`config.mk`:
```
export PLATFORM = sky130hd
export DESIGN_NAME = phase_interval_timer
export DESIGN_NICKNAME = d
export VERILOG_FILES = /design/src/rtl/phase_interval_timer.sv
export SDC_FILE = /design/constraint.sdc
export NUM_CORES = 1
export LEC_CHECK = 0
export CAP_MARGIN = 30
export CORE_MARGIN = 2
export CORE_UTILIZATION = 54
export CTS_BUF_LIST = sky130_fd_sc_hd__clkbuf_8
export DETAILED_ROUTE_END_ITERATION = 10
export GPL_TIMING_DRIVEN = 0
export PLACE_DENSITY = 0.89
export RECOVER_POWER = 50
export SLEW_MARGIN = 0
export SYNTH_ARGS = -nofsm -noshare
export SYNTH_HDL_FRONTEND = slang
export SYNTH_SLANG_ARGS = --single-unit
export TNS_END_PERCENT = 100
```
`constraint.sdc`:
```
create_clock -name clk -period 2.25 [get_ports clk]
set_clock_uncertainty 0.1 [all_clocks]
set_input_delay 0.45 -clock clk [delete_from_list [all_inputs] [get_ports clk]]
set_output_delay 0.45 -clock clk [all_outputs]
set_load 0.005 [all_outputs]
```
`src/rtl/phase_interval_timer.sv`:
```
// Interval timer and condition generator for the intersection light controller.
// Times the phase interval selected by s_ic_i in prescaled ticks, debounces the
// east car sensor, and decodes the controller's four branch conditions.
// Optional feature: define EMERG_PREEMPT_EN to let a synchronized emerg_i
// truncate the north/east green intervals (codes 10/11).
module phase_interval_timer #(
   parameter int unsigned CNT_W     = 16,
   parameter int unsigned T_YEL     = 5,
   parameter int unsigned T_CLR     = 2,
   parameter int unsigned T_NGMIN   = 10,
   parameter int unsigned T_EGMAX   = 8,
   parameter int unsigned DEB_TICKS = 3
) (
   input  logic             clk,
   input  logic             rst,
   input  logic             tick_i,
   input  logic [1:0]       s_ic_i,
   input  logic             en_ic_i,
   input  logic             car_e_i,
   input  logic             emerg_i,
   output logic             not_r_o,
   output logic             c_and_l_o,
   output logic             en_s_o,
   output logic             l_or_notc_o,
   output logic             busy_o,
   output logic [CNT_W-1:0] cnt_o
);

   localparam int unsigned DebW = (DEB_TICKS > 1) ? $clog2(DEB_TICKS) : 1;

   typedef enum logic [1:0] {StIdle, StRun, StExpired} state_e;

   state_e           state_q, state_d;
   logic [CNT_W-1:0] cnt_q, cnt_d;
   logic [1:0]       code_q, code_d;
   logic             car_s1_q, car_s2_q;
   logic             car_q, car_d;
   logic [DebW-1:0]  deb_q, deb_d;
   logic [CNT_W-1:0] load_val;
   logic             preempt;

`ifdef EMERG_PREEMPT_EN
   logic em_s1_q, em_s2_q;

   // Two-flop synchronizer for the asynchronous emergency request.
   always_ff @(posedge clk or posedge rst) begin
      if (rst) begin
         em_s1_q <= 1'b0;
         em_s2_q <= 1'b0;
      end else begin
         em_s1_q <= emerg_i;
         em_s2_q <= em_s1_q;
      end
   end

   assign preempt = em_s2_q;
`else
   logic unused_emerg;
   assign unused_emerg = emerg_i;
   assign preempt      = 1'b0;
`endif

   // Reload value for the selected interval; a zero-length interval behaves as one tick.
   always_comb begin
      int unsigned t_sel;
      t_sel = T_YEL;
      unique case (s_ic_i)
         2'b00: t_sel = T_YEL;
         2'b01: t_sel = T_CLR;
         2'b10: t_sel = T_NGMIN;
         2'b11: t_sel = T_EGMAX;
         default: t_sel = T_YEL;
      endcase
      load_val = (t_sel == 0) ? '0 : CNT_W'(t_sel - 1);
   end

   // Sensor synchronizer plus registered debounce and FSM state.
   always_ff @(posedge clk or posedge rst) begin
      if (rst) begin
         car_s1_q <= 1'b0;
         car_s2_q <= 1'b0;
         car_q    <= 1'b0;
         deb_q    <= '0;
         state_q  <= StIdle;
         cnt_q    <= '0;
         code_q   <= 2'b00;
      end else begin
         car_s1_q <= car_e_i;
         car_s2_q <= car_s1_q;
         car_q    <= car_d;
         deb_q    <= deb_d;
         state_q  <= state_d;
         cnt_q    <= cnt_d;
         code_q   <= code_d;
      end
   end

   // Debounce: accept the synced sensor after DEB_TICKS consecutive disagreeing ticks.
   always_comb begin
      car_d = car_q;
      deb_d = deb_q;
      if (tick_i) begin
         if (car_s2_q != car_q) begin
            if (deb_q == DebW'(DEB_TICKS - 1)) begin
               car_d = car_s2_q;
               deb_d = '0;
            end else begin
               deb_d = deb_q + 1'b1;
            end
         end else begin
            deb_d = '0;
         end
      end
   end

   // Interval FSM: a load (new phase) wins over any coincident tick.
   always_comb begin
      state_d = state_q;
      cnt_d   = cnt_q;
      code_d  = code_q;
      if (!en_ic_i) begin
         state_d = StIdle;
      end else if (state_q == StIdle || s_ic_i != code_q) begin
         state_d = StRun;
         code_d  = s_ic_i;
         cnt_d   = load_val;
      end else if (state_q == StRun) begin
         if (preempt && code_q[1]) begin
            state_d = StExpired;
            cnt_d   = '0;
         end else if (tick_i) begin
            if (cnt_q != '0) begin
               cnt_d = cnt_q - 1'b1;
            end else begin
               state_d = StExpired;
            end
         end
      end
   end

   // Status strobes decode registered state only, so no input reaches an output.
   assign en_s_o      = (state_q == StExpired) && (code_q == 2'b00);
   assign not_r_o     = (state_q == StExpired) && (code_q == 2'b01);
   assign c_and_l_o   = (state_q == StExpired) && (code_q == 2'b10) && car_q;
   assign l_or_notc_o = (code_q == 2'b11) && (state_q != StIdle)
                        && ((state_q == StExpired) || !car_q);
   assign busy_o      = (state_q == StRun);
   assign cnt_o       = cnt_q;

endmodule

```
**Word level (Yosys, flattened, before mapping)**

Index checks and enable logic that the tools add are counted.

- Bits in registers: 25
- Word-level logic and storage cells: 59
- Input bits: 8

- Reductions and logical operators: 22
- $add $sub $neg: 3
- Multiplexer cells: 13
- Equal/unequal tests: 14

Operators by type and width:

| cell | count |
|---|---|
| 32-bit case mux with 4 select lines | 1 |
| 16-bit 2-to-1 mux | 5 |
| 32-bit zero test | 1 |
| 16-bit by 1-bit subtractor with 16-bit output (second input constant) | 2 |
| 16-bit nonzero test | 1 |
| 2-bit 2-to-1 mux | 7 |
| 2-bit == test (second input constant) | 6 |
| 2-bit nonzero test | 4 |
| 2-bit by 1-bit == test with 1-bit output (second input constant) | 3 |
| 1-bit logical AND | 6 |
| 2-bit zero test | 3 |
| 3-bit AND reduction | 2 |
| 4-bit AND reduction | 1 |
| 3-bit by 1-bit != test with 1-bit output (second input constant) | 1 |
| 3-bit by 2-bit != test with 1-bit output (second input constant) | 1 |
| 3-bit != test (second input constant) | 1 |
| 2-bit by 1-bit adder with 2-bit output (second input constant) | 1 |
| 1-bit logical OR | 2 |
| 2-bit != test | 1 |
| 2-bit AND reduction | 1 |
| 1-bit zero test | 1 |
| 1-bit != test | 1 |

**Logic depth before layout (Yosys ltp)**

- Depth after elaboration: 6
- Mapped depth: 8
- Gate-level depth less buffers: 7

**Worst setup path before layout**

Ideal clock, no wire load.

- Kind: register to register
- From: register cnt_q[0], in the netlist cnt_o[0]
- To: register cnt_q[15], in the netlist cnt_o[15]
- Setup time: 99 ps
- Buffers on the path: 1
- Cell stages (with the launch flop): 9
- Data arrival time: 1830 ps
- Required time: 2051 ps
- Path slack: 220 ps
- Path through: dfrtp_1 -> inv_1 -> ha_1 -> nor4b_1 -> nand4_2 -> a21oi_1 -> buf_2 -> a21oi_1 -> a311oi_1

- Word-level cells in the longest chain between the ends: 5

Ends and longest elaborated chain:

| element | line | source |
|---|---|---|
| from (decl) | 34 | `logic [CNT_W-1:0] cnt_q, cnt_d;` |
| from (signal assigned) | 93 | `cnt_q <= cnt_d;` |
| 16-bit by 1-bit subtractor with 16-bit output | 133 | `cnt_d = cnt_q - 1'b1;` |
| 16-bit 2-to-1 mux | 132 | `if (cnt_q != '0) begin` |
| 16-bit 2-to-1 mux | 131 | `end else if (tick_i) begin` |
| 16-bit 2-to-1 mux | 127 | `end else if (state_q == StRun) begin` |
| 16-bit 2-to-1 mux | 123 | `end else if (state_q == StIdle \|\| s_ic_i != code_q) begin` |

Parallel ways exist; a longest one is shown, timed or not. The select of a mux whose other input is x is not followed.
A chain may end at the register's enable or synchronous reset.

**Worst setup path in the final report**

Same ends and word-level chain as after synthesis.

==> impl_metrics.ini <==
[power]
pwr_density_cell_nw_per_um2 = 645
power_mw = 1.28
peakVddDrop_mv = 0.546
total_leakage_power_nw = 0.844

[clocking]
insertion_delay_ps = 270
cts_made_buffers = 3
clock_path_buffers = 2
cts_tree = built
cts_root_buf = clkbuf_8
clk_pin_slew_ps = 90
cts_sinks = 25
h-tree-depth = 1

[timing]
maxSlewHeadroom = 0.508
slew_viol_final = 0
hold_viol = 0
max_slew.worst_pin.slew_ps = 738
setup_viol = 0
whs_ps = 255
fmax_ghz = 0.456
period_needed_ps = 2190
fin_crit_sh = 0.975

[floorplanning]
initial_core_util = 0.567
dieArea_um2 = 3320
num_rows = 19
fp.dieW_um = 57.6
dieHeight_um = 57.6
io_pins = 29
coreArea_um2 = 2730

[critical_path]
start_kind = flip-flop
crit_buf_inv = 2
r2r_end = cnt_o[15]$_DFFE_PP0P_
cp_max_fo = 10
crit_slowest_cell = dfrtp_1
rr_worst_depth = 8
worstPathRequired_ps = 2320
crit_type = reg2reg
cp-end-kind = flip-flop
crit-reg2reg-launch = cnt_o[0]$_DFFE_PP0P_
cp.arrival_ps = 2260
cpLargestDelayFamily = compound AO/OA/AOI/OAI gates
r2r_setup_slack_ps = 60
path_cells = inv_1 > ha_2 > nor4b_4 > nand4_2 > a21oi_2 > buf_4 > a21oi_1 > a311oi_1
slowest_delay_ps = 430

[drt]
dr.pass1.iters = 4
viasPerCell = 6.41
wl_um = 4080
vias = 1488
drtIter0Drc = 99
drcViolationCount = 0
avgRoutedWirePerCell_um = 17.6
drtAntennaViolNets = 0

[cells_and_area]
final_cell_mix = dfrtp_1, clkdlybuf4s50_1, nor2_1, nand2_1, inv_1
multi_input_area_um2 = 922
nets = 217
diodes = 0
syn2layout_area_growth_pct = 27.9
fill_cells = 198
seq_area_um2 = 628
final_area_um2 = 1980
layout-drive-gt1-share = 0.184
final_common_cell = dfrtp_1

[status]
status = finished, final reports clean

[global_route]
grt-ovfl-total = 0
antenna_found_initial = 0
grt.met2_usage = 0.419
grt_pass1_vias = 1448
grt_util_met1 = 0.299
grt_max_degree = 26
top_usage_layer = met2
met3_usage = 0.0340
grt_usage = 0.247
grt_pass1_wl_um = 6330

[synthesis]
yosys_warnings = 0
syn-num-nets = 181
syn_avg_cell_area_um2 = 9.34
synth-edff-count = 0
netlist_area_um2 = 1550
ys_types = 44
postSynthCellCount = 166
ys.flop_type = dfrtp_1
ys_seq_area_frac = 0.404
ys_async_sr_fraction = 1.00
ys_ff_latch = 25

[placement]
globalplace.congestion = 0.906
port_buffers = 26
postPlaceCellArea_um2 = 1850
place_hpwl_um = 2710

[min_path]
hp-start = car_s1_q$_DFF_PP0_
hold_path.class = reg2reg
hold_depth = 0
min_to = car_s2_q$_DFF_PP0_

[flow_run]
drv_cap = 0
## area by class of cell
class                      count  share of cell area
buffer                         4              0.0107
tap                           31              0.0196
multi-input combinational    126               0.465
timing repair buffer          31               0.144
sequential                    25               0.317
clock buffer                   3              0.0208
clock inverter                 1             0.00189
inverter                      11              0.0208
## logic make-up (layout without fill, tap and decap cells)
group / Yosys count / in the layout / synth area share
flops: 25 / 25 / 0.404
fa+ha+maj: 7 / 7 / 0.0565
xor+xnor: 9 / 9 / 0.0508
buf+inv: 15 / 50 / 0.0379
mux: 5 / 5 / 0.0347
simple gates: 72 / 72 / 0.287
compound gates: 33 / 33 / 0.130
## what timing repair did
action | 4_1_cts | 5_1_grt
resized for setup | 6 | 17
setup endpoints to repair | 10 | 13
pin swaps | 0 | 1
hold buffers | 0 | 0
setup buffers | 0 | 4
## layer usage
| layer | wire, um | share of wire |
|---|---|---|
| met1 | 1620 | 0.40 |
| met2 | 2000 | 0.49 |
| met3 | 292 | 0.072 |
| met4 | 163 | 0.040 |
| met5 | 0 | 0 |
## power breakdown
group          switching (mW)  total, mW  internal, mW  leakage [nW]
sequential             0.0861      0.597         0.511         0.317
clock                   0.144      0.266         0.122        0.0269
combinational           0.216      0.415         0.199         0.501
## registers in the layout (all words and copies together) (netlist names)
register	cells
car_s1_q	1
deb_q	2
code_q	2
cnt_o	16
car_s2_q	1
car_q	1
state_q	2
## synthesized netlist by cell type, types with 3 or more instances
cell / instances / area share
xnor2_1: 5 / 0.028
nand3_1: 4 / 0.013
ha_1: 7 / 0.056
nor3_1: 8 / 0.026
o21ai_1: 3 / 0.0097
o22ai_1: 4 / 0.016
mux2_2: 3 / 0.022
nand2b_1: 3 / 0.012
nor4_2: 3 / 0.024
nor2_1: 18 / 0.044
nand2_1: 12 / 0.029
xor2_1: 4 / 0.023
nor4_1: 4 / 0.016
inv_1: 11 / 0.027
dfrtp_1: 25 / 0.40
a21oi_1: 9 / 0.029
o21ai_0: 7 / 0.023
## per-stage QoR
stage,setup TNS [ps],utilization,worst slack [ps],instances
final,0,0.725,56.6,232
after global routing,-68.5,0.725,-61.5,232
after CTS,0,0.697,3.15,227
after detailed placement,-4620,0.676,-520,223
after global placement,-3680,0.676,-475,223
after floorplan,0,-,220,166
## how the worst max path moves through the flow
stage | depth (start not counted) | endpoint | slack [ps] | start
CTS | 8 | cnt_o[15]$_DFFE_PP0P_ | 3 | cnt_o[0]$_DFFE_PP0P_
finish | 8 | cnt_o[15]$_DFFE_PP0P_ | 60 | cnt_o[0]$_DFFE_PP0P_
global placement | 7 | cnt_o[5]$_DFFE_PP0P_ | -470 | s_ic_i[0]
detailed placement | 7 | cnt_o[5]$_DFFE_PP0P_ | -520 | s_ic_i[0]
global route | 8 | cnt_o[15]$_DFFE_PP0P_ | -60 | cnt_o[0]$_DFFE_PP0P_
floorplan | 8 | cnt_o[15]$_DFFE_PP0P_ | 220 | cnt_o[0]$_DFFE_PP0P_
Note: power is estimated with default switching activity, not from simulation.
